--- config.mk ---
export PLATFORM = sky130hd
export DESIGN_NAME = uart_tx_param
export DESIGN_NICKNAME = d
export VERILOG_FILES = /design/src/rtl/uart_tx_param.sv
export SDC_FILE = /design/constraint.sdc
export NUM_CORES = 1
export LEC_CHECK = 0
export CORE_UTILIZATION = 44
export CTS_BUF_LIST = sky130_fd_sc_hd__clkbuf_8
export CTS_CLUSTER_SIZE = 25
export DETAILED_ROUTE_END_ITERATION = 12
export PLACE_DENSITY_LB_ADDON = 0.1
export SLEW_MARGIN = 25
export SYNTH_ARGS = -nofsm -noshare
export SYNTH_HDL_FRONTEND = slang
export SYNTH_SLANG_ARGS = --single-unit
export TNS_END_PERCENT = 20
--- constraint.sdc ---
create_clock -name clk -period 5.5 [get_ports clk]
set_input_delay 1.375 -clock clk [delete_from_list [all_inputs] [get_ports clk]]
set_output_delay 1.375 -clock clk [all_outputs]
set_load 0.01 [all_outputs]
--- src/rtl/uart_tx_param.sv ---
// uart_tx_param
// Parametrised UART transmitter. It takes words over a valid/ready handshake
// and sends them on an idle-high serial line. Each frame is a start bit, then
// DATA_BITS data bits LSB first, then an optional parity bit, then STOP_BITS
// stop bits. Each bit lasts CLK_DIV clk cycles. Frames can run back to back
// with no idle cycle between them.
//
// Parameters:
//   CLK_DIV    clk cycles per serial bit (2..65535)
//   DATA_BITS  data bits per frame (5..9)
//   PARITY     0 = none, 1 = odd, 2 = even
//   STOP_BITS  1 or 2
//
// Ports:
//   clk         in   system clock
//   reset_n     in   asynchronous active-low reset
//   tx_data     in   word to send; sampled only on handshake
//   tx_valid    in   source has a word
//   tx_ready    out  block can accept a word this cycle
//   tx          out  registered serial line, idle high
//   busy        out  high while a frame is on the line
//   frame_done  out  one-cycle pulse in the final cycle of the last stop bit
module uart_tx_param #(
  parameter int CLK_DIV   = 16,
  parameter int DATA_BITS = 8,
  parameter int PARITY    = 0,
  parameter int STOP_BITS = 1
) (
  input  logic                 clk,
  input  logic                 reset_n,
  input  logic [DATA_BITS-1:0] tx_data,
  input  logic                 tx_valid,
  output logic                 tx_ready,
  output logic                 tx,
  output logic                 busy,
  output logic                 frame_done
);

  localparam int CW = $clog2(CLK_DIV);

  typedef enum logic [2:0] {
    ST_IDLE,
    ST_START,
    ST_DATA,
    ST_PARITY,
    ST_STOP
  } state_e;

  state_e                 state_q, state_d;
  logic [CW-1:0]          cnt_q, cnt_d;
  logic [3:0]             bit_cnt_q, bit_cnt_d;
  logic [DATA_BITS-1:0]   shreg_q, shreg_d;
  logic                   parity_q, parity_d;
  logic                   tx_q, tx_d;

  logic bit_end;
  logic last_data;
  logic last_stop;
  logic handshake;

  // A bit boundary is the last cycle of the baud count.
  assign bit_end   = (cnt_q == CW'(CLK_DIV - 1));
  assign last_data = (bit_cnt_q == 4'(DATA_BITS - 1));
  assign last_stop = (bit_cnt_q == 4'(STOP_BITS - 1));

  // Ready in the final stop-bit cycle lets the next START follow with no gap.
  assign tx_ready   = (state_q == ST_IDLE) ||
                      (state_q == ST_STOP && bit_end && last_stop);
  assign handshake  = tx_valid && tx_ready;
  assign frame_done = (state_q == ST_STOP) && bit_end && last_stop;
  assign busy       = (state_q != ST_IDLE);
  assign tx         = tx_q;

  always_comb begin
    // NOTE: every signal gets a default first so no path leaves it unassigned,
    // which would otherwise infer a latch.
    state_d   = state_q;
    cnt_d     = cnt_q;
    bit_cnt_d = bit_cnt_q;
    shreg_d   = shreg_q;
    parity_d  = parity_q;
    tx_d      = 1'b1;

    if (state_q != ST_IDLE) begin
      cnt_d = bit_end ? '0 : cnt_q + 1'b1;
    end

    case (state_q)
      ST_IDLE: ;
      ST_START: begin
        if (bit_end) begin
          state_d   = ST_DATA;
          bit_cnt_d = '0;
        end
      end
      ST_DATA: begin
        if (bit_end) begin
          shreg_d = shreg_q >> 1;
          if (last_data) begin
            bit_cnt_d = '0;
            state_d   = (PARITY != 0) ? ST_PARITY : ST_STOP;
          end else begin
            bit_cnt_d = bit_cnt_q + 4'd1;
          end
        end
      end
      ST_PARITY: begin
        if (bit_end) begin
          state_d   = ST_STOP;
          bit_cnt_d = '0;
        end
      end
      ST_STOP: begin
        if (bit_end) begin
          if (last_stop) begin
            state_d = ST_IDLE;
          end else begin
            bit_cnt_d = bit_cnt_q + 4'd1;
          end
        end
      end
      default: state_d = ST_IDLE;
    endcase

    // A handshake restarts the baud count so bit timing follows the word,
    // whether it arrives in IDLE or in the last stop-bit cycle.
    if (handshake) begin
      state_d  = ST_START;
      cnt_d    = '0;
      shreg_d  = tx_data;
      parity_d = (PARITY == 1) ? ~^tx_data : ^tx_data;
    end

    // The line value is computed for the coming cycle so tx can be a flop.
    case (state_d)
      ST_START:  tx_d = 1'b0;
      ST_DATA:   tx_d = shreg_d[0];
      ST_PARITY: tx_d = parity_d;
      default:   tx_d = 1'b1;
    endcase
  end

  // NOTE: sequential state uses non-blocking assignments so every flop samples
  // the pre-edge values, independent of statement order.
  always_ff @(posedge clk or negedge reset_n) begin
    if (!reset_n) begin
      state_q   <= ST_IDLE;
      cnt_q     <= '0;
      bit_cnt_q <= '0;
      shreg_q   <= '0;
      parity_q  <= 1'b0;
      tx_q      <= 1'b1;
    end else begin
      state_q   <= state_d;
      cnt_q     <= cnt_d;
      bit_cnt_q <= bit_cnt_d;
      shreg_q   <= shreg_d;
      parity_q  <= parity_d;
      tx_q      <= tx_d;
    end
  end

endmodule

; ---- After elaboration in Yosys (flattened, before gate mapping)
; Cells that the tools add are included.
[word_totals]
ff_bits = 21
input_bits = 11
[classes]
addsub = 2
eq_ne = 13
muxes = 22
n_reduce_logical = 15
[ops]
columns = op, count
row1 = 4-bit 2-to-1 mux, 8
row2 = 8-bit 2-to-1 mux, 3
row3 = 3-bit 2-to-1 mux, 7
row4 = 3-bit case mux with 5 select lines, 1
row5 = 3-bit by 2-bit == test with 1-bit output (second input constant), 4
row6 = 4-bit case mux with 3 select lines, 1
row7 = 4-bit by 1-bit adder with 4-bit output (second input constant), 2
row8 = 8-bit XOR reduction, 1
row9 = 3-bit by 1-bit == test with 1-bit output (second input constant), 2
row10 = 2-bit inequality test (second input constant), 3
row11 = 2-bit nonzero test, 3
row12 = 3-bit nonzero test, 2
row13 = 5-bit AND reduction, 1
row14 = 4-bit by 3-bit == test with 1-bit output (second input constant), 1
row15 = 4-bit == test (second input constant), 1
row16 = 4-bit logical NOT, 1
row17 = 3-bit == test (second input constant), 1
row18 = 1-bit logical AND, 3
row19 = 3-bit logical NOT, 1
row20 = 1-bit case mux with 3 select lines, 1
row21 = 2-bit by 1-bit inequality test with 1-bit output (second input constant), 1
row22 = 2-bit AND reduction, 1
row23 = 2-bit OR reduction, 1
row24 = 1-bit logical OR, 1
row25 = 1-bit 2-to-1 mux, 1

; ---- Depth between registers and ports, before layout
[depth]
depth_word = 8
mapped_depth = 8
mapped_depth_nobuf = 7

; ---- Least setup slack after synthesis
; No wires, ideal clock.
[synth_path]
path_type = flip-flop to output port
start = reg bit_cnt_q[0]
end = out tx_ready
arrival_time_ns = 1.588
t_required_ns = 4.125
slack_ns = 2.537
stages_incl_launch_ff = 6
n_path_buf = 0
path_cell_list = dfrtp_1 inv_1 ha_1 or3b_4 or2_2 o21ai_0
[synth_via]
elab_chain_cells = 3
[synth_rtl]
columns = element, line
row1 = start: declaration, 51  ; logic [3:0] bit_cnt_q, bit_cnt_d;
row2 = start signal: assignment, 156  ; bit_cnt_q <= bit_cnt_d;
row3 = 4-bit logical NOT, 64  ; assign last_stop = (bit_cnt_q == 4'(STOP_BITS - 1));
row4 = 1-bit logical AND, 68  ; (state_q == ST_STOP && bit_end && last_stop);
row5 = 1-bit logical OR, 67  ; assign tx_ready = (state_q == ST_IDLE) ||
row6 = end: declaration, 33  ; output logic tx_ready,
; No other way between the ends.

; ---- Final worst setup path
; Same ends and word-level chain as after synthesis.

==> metrics <==
Nets=156; Clock Tree Buf Depth=2; Synth area leader=dfrtp_1; placed wire-length estimate=1660 µm; full die area=0.00304 mm²; Hold Slack=0.479 ns; critical path class=reg -> out; # rows=18; antenna violations before repair=0; post-CTS sizing=0; area grow syn2layout=15.7%; I/O Buffers=14; Final Hold Viols=0; Mean Syn Cell Area=9.94 µm²; layout cell share with drive strength beyond 1=14.9%; Net Sw Power=198 µW; first drt pass iteration count=4; via-per-instance ratio=5.54; Leak=0.000622 µW; CTS tree=built; vias in the first global route=855; Tmin final=3.76 ns; MaxCap Viol Count=0; Synth Net Count=139; Seq/Total Area, Yosys=42.4%; Slew Limit Fails=0; clock root buffer master=clkbuf_8; RSZ-0062 raised after global routing=false; cts bufs inserted=3; fillcell total=232; DR WL/cell=12.8 µm; Max Clock Skew=0.00205 ns; Critical Path RT=4.12 ns; I/O pin total=15; Die Y=55.1 µm; dominant synthesized flop cell=dfrtp_1; CP max FO=5; Setup-failing EPs final=0; yosys warns=0; initial DRC count=10; most area-consuming cells after synthesis=dfrtp_1 40%, xnor2_1 4.9%, o21ai_0 4.4%; Logic pwr share=36.7%; routability cong.=0.712; Die W=55.1 µm; clk sinks=21; worst slew pin tran=0.580 ns; ys async rst share=100%; Syn Std Cell Area=0.00124 mm²; Net Sw Frac=34.8%; Gate Count Post-Synth=125; n_diodes=0; setup TNS=0 ns; HP Class=reg -> reg; Via Count=948; distinct cell type count after synthesis=41; worst setup margin=1.74 ns; Pint=372 µW; grt total ovfl=0; DRC Markers=0; total global routing track utilization=16.5%; Slew HR=61.0%; VDD IR-drop max=0.264 mV; Clk pwr share=17.4%; Achievable Freq=266 MHz; H-tree Lvls=1; Core Region=0.00257 mm²; critical path arrival=2.39 ns; pre-CTS WS=2.04 ns; Worst-path clk slew=0.07 ns; first-pass GRT wire length=3450 µm; proportion of netlist area held by the largest area contributor=40.3%; P per Cell Area=397 mW/mm²; Post-DRT Antenna Nets=0; number of synthesized flops with an enable pin=0; setup bufs post-CTS=0; FF+latch count, synth=21; Power Total=570 µW; CTS Hold Buffers Added=0; Critical Path Start Type=register; wirelength, routed=2180 µm; fin crit share=68.4%; largest net degree at the start of global routing=22; sequential share of power=45.9%; clk_lat worst skew=0.26 ns; initial core utilization=48.4%; status=complete, no violations; crit end category=output port
worst max-delay path, cell delays in order, from the launching register on:
cell,delay [ns]
dfrtp_1,0.42
inv_1,0.07
ha_1,0.13
or3b_4,0.39
or2_2,0.30
o21ai_0,0.23
clkdlybuf4s50_1,0.59
kinds of logic after synthesis:
family                     after synthesis  share of synthesized area, %
adders and majority gates                3                          3.02
and+or+nand+nor                         46                          23.2
AOI/OAI and AO/OA                       37                          20.9
muxes                                    2                          1.61
DFF                                     21                          42.4
buffers and inverters                    9                          3.93
xor gates and xnor gates                 7                          4.93
through the flow:
step / std cells / cell area (µm²) / utilization [%]
floorplan: 125 / 1240 / -
global placement: 167 / 1400 / 54.4
detailed placement: 167 / 1400 / 54.4
CTS: 171 / 1440 / 56.2
global route: 171 / 1440 / 56.0
finish: 171 / 1440 / 56.0
final timing paths:
kind                              startpoint    endpoint  slack, ns  cells after the start
worst max-delay path            bit_cnt_q[0]    tx_ready       1.74                      6
worst min-delay path              shreg_q[2]  shreg_q[2]       0.48                      1
worst max register to register      cnt_q[0]          tx       3.53                      6
worst min register to register    shreg_q[2]  shreg_q[2]       0.48                      1
max in group asynchronous            reset_n          tx       4.09                      1
min in group asynchronous            reset_n    cnt_q[0]       1.06                      1
Yosys cell counts, types with 3 or more instances:
library cell,instances
a21o_1,7
a21oi_1,5
a22o_1,5
dfrtp_1,20
ha_1,3
inv_1,7
nand2_1,10
nor2_1,10
nor3_1,3
o21ai_0,11
xnor2_1,7
cell type report:
class	instances	area, µm²	area share (%)
multi-input cells	95	667	46.4
flip-flops and latches	21	527	36.6
repair buffers	14	135	9.40
clock buffers	3	41.3	2.87
well taps	30	37.5	2.61
inverters	7	26.3	1.83
clock inverters	1	3.75	0.261
layer usage:
metal	track usage (%)	share of wire, %	up-vias
li1	-	-	475
met1	17.1	44	453
met2	30.9	51	15
met3	4.10	3.2	5
met4	7.50	1.7	0
met5	0	0	-
cell usage in the layout, fill, tap and decap left out, types with 2 or more instances in the layout:
cell type        count
a21o_1               7
a21oi_1              5
a22o_1               5
a22o_2               2
clkbuf_8             3
clkdlybuf4s50_1     13
dfrtp_1             20
ha_1                 3
inv_1                8
mux2i_1              2
nand2_1             10
nand2b_1             2
nor2_1              10
nor2_2               2
nor2b_1              2
nor3_1               3
o21ai_0             11
or2_2                2
xnor2_1              7
state kept, by name, indices dropped and copies added (netlist names):
name,count
parity_q,1
tx,1
state_q,3
shreg_q,8
cnt_q,4
bit_cnt_q,4
power groups by stage:
stage	Combinational, µW	Clock (µW)	Sequential (µW)
3_3_place_gp	208	0	263
6_report	209	99.3	262
3_5_place_dp	213	0	265
4_1_cts	213	104	262
5_1_grt	237	109	269
2_1_floorplan	162	0	255
Note: power is estimated with default switching activity, not from simulation.
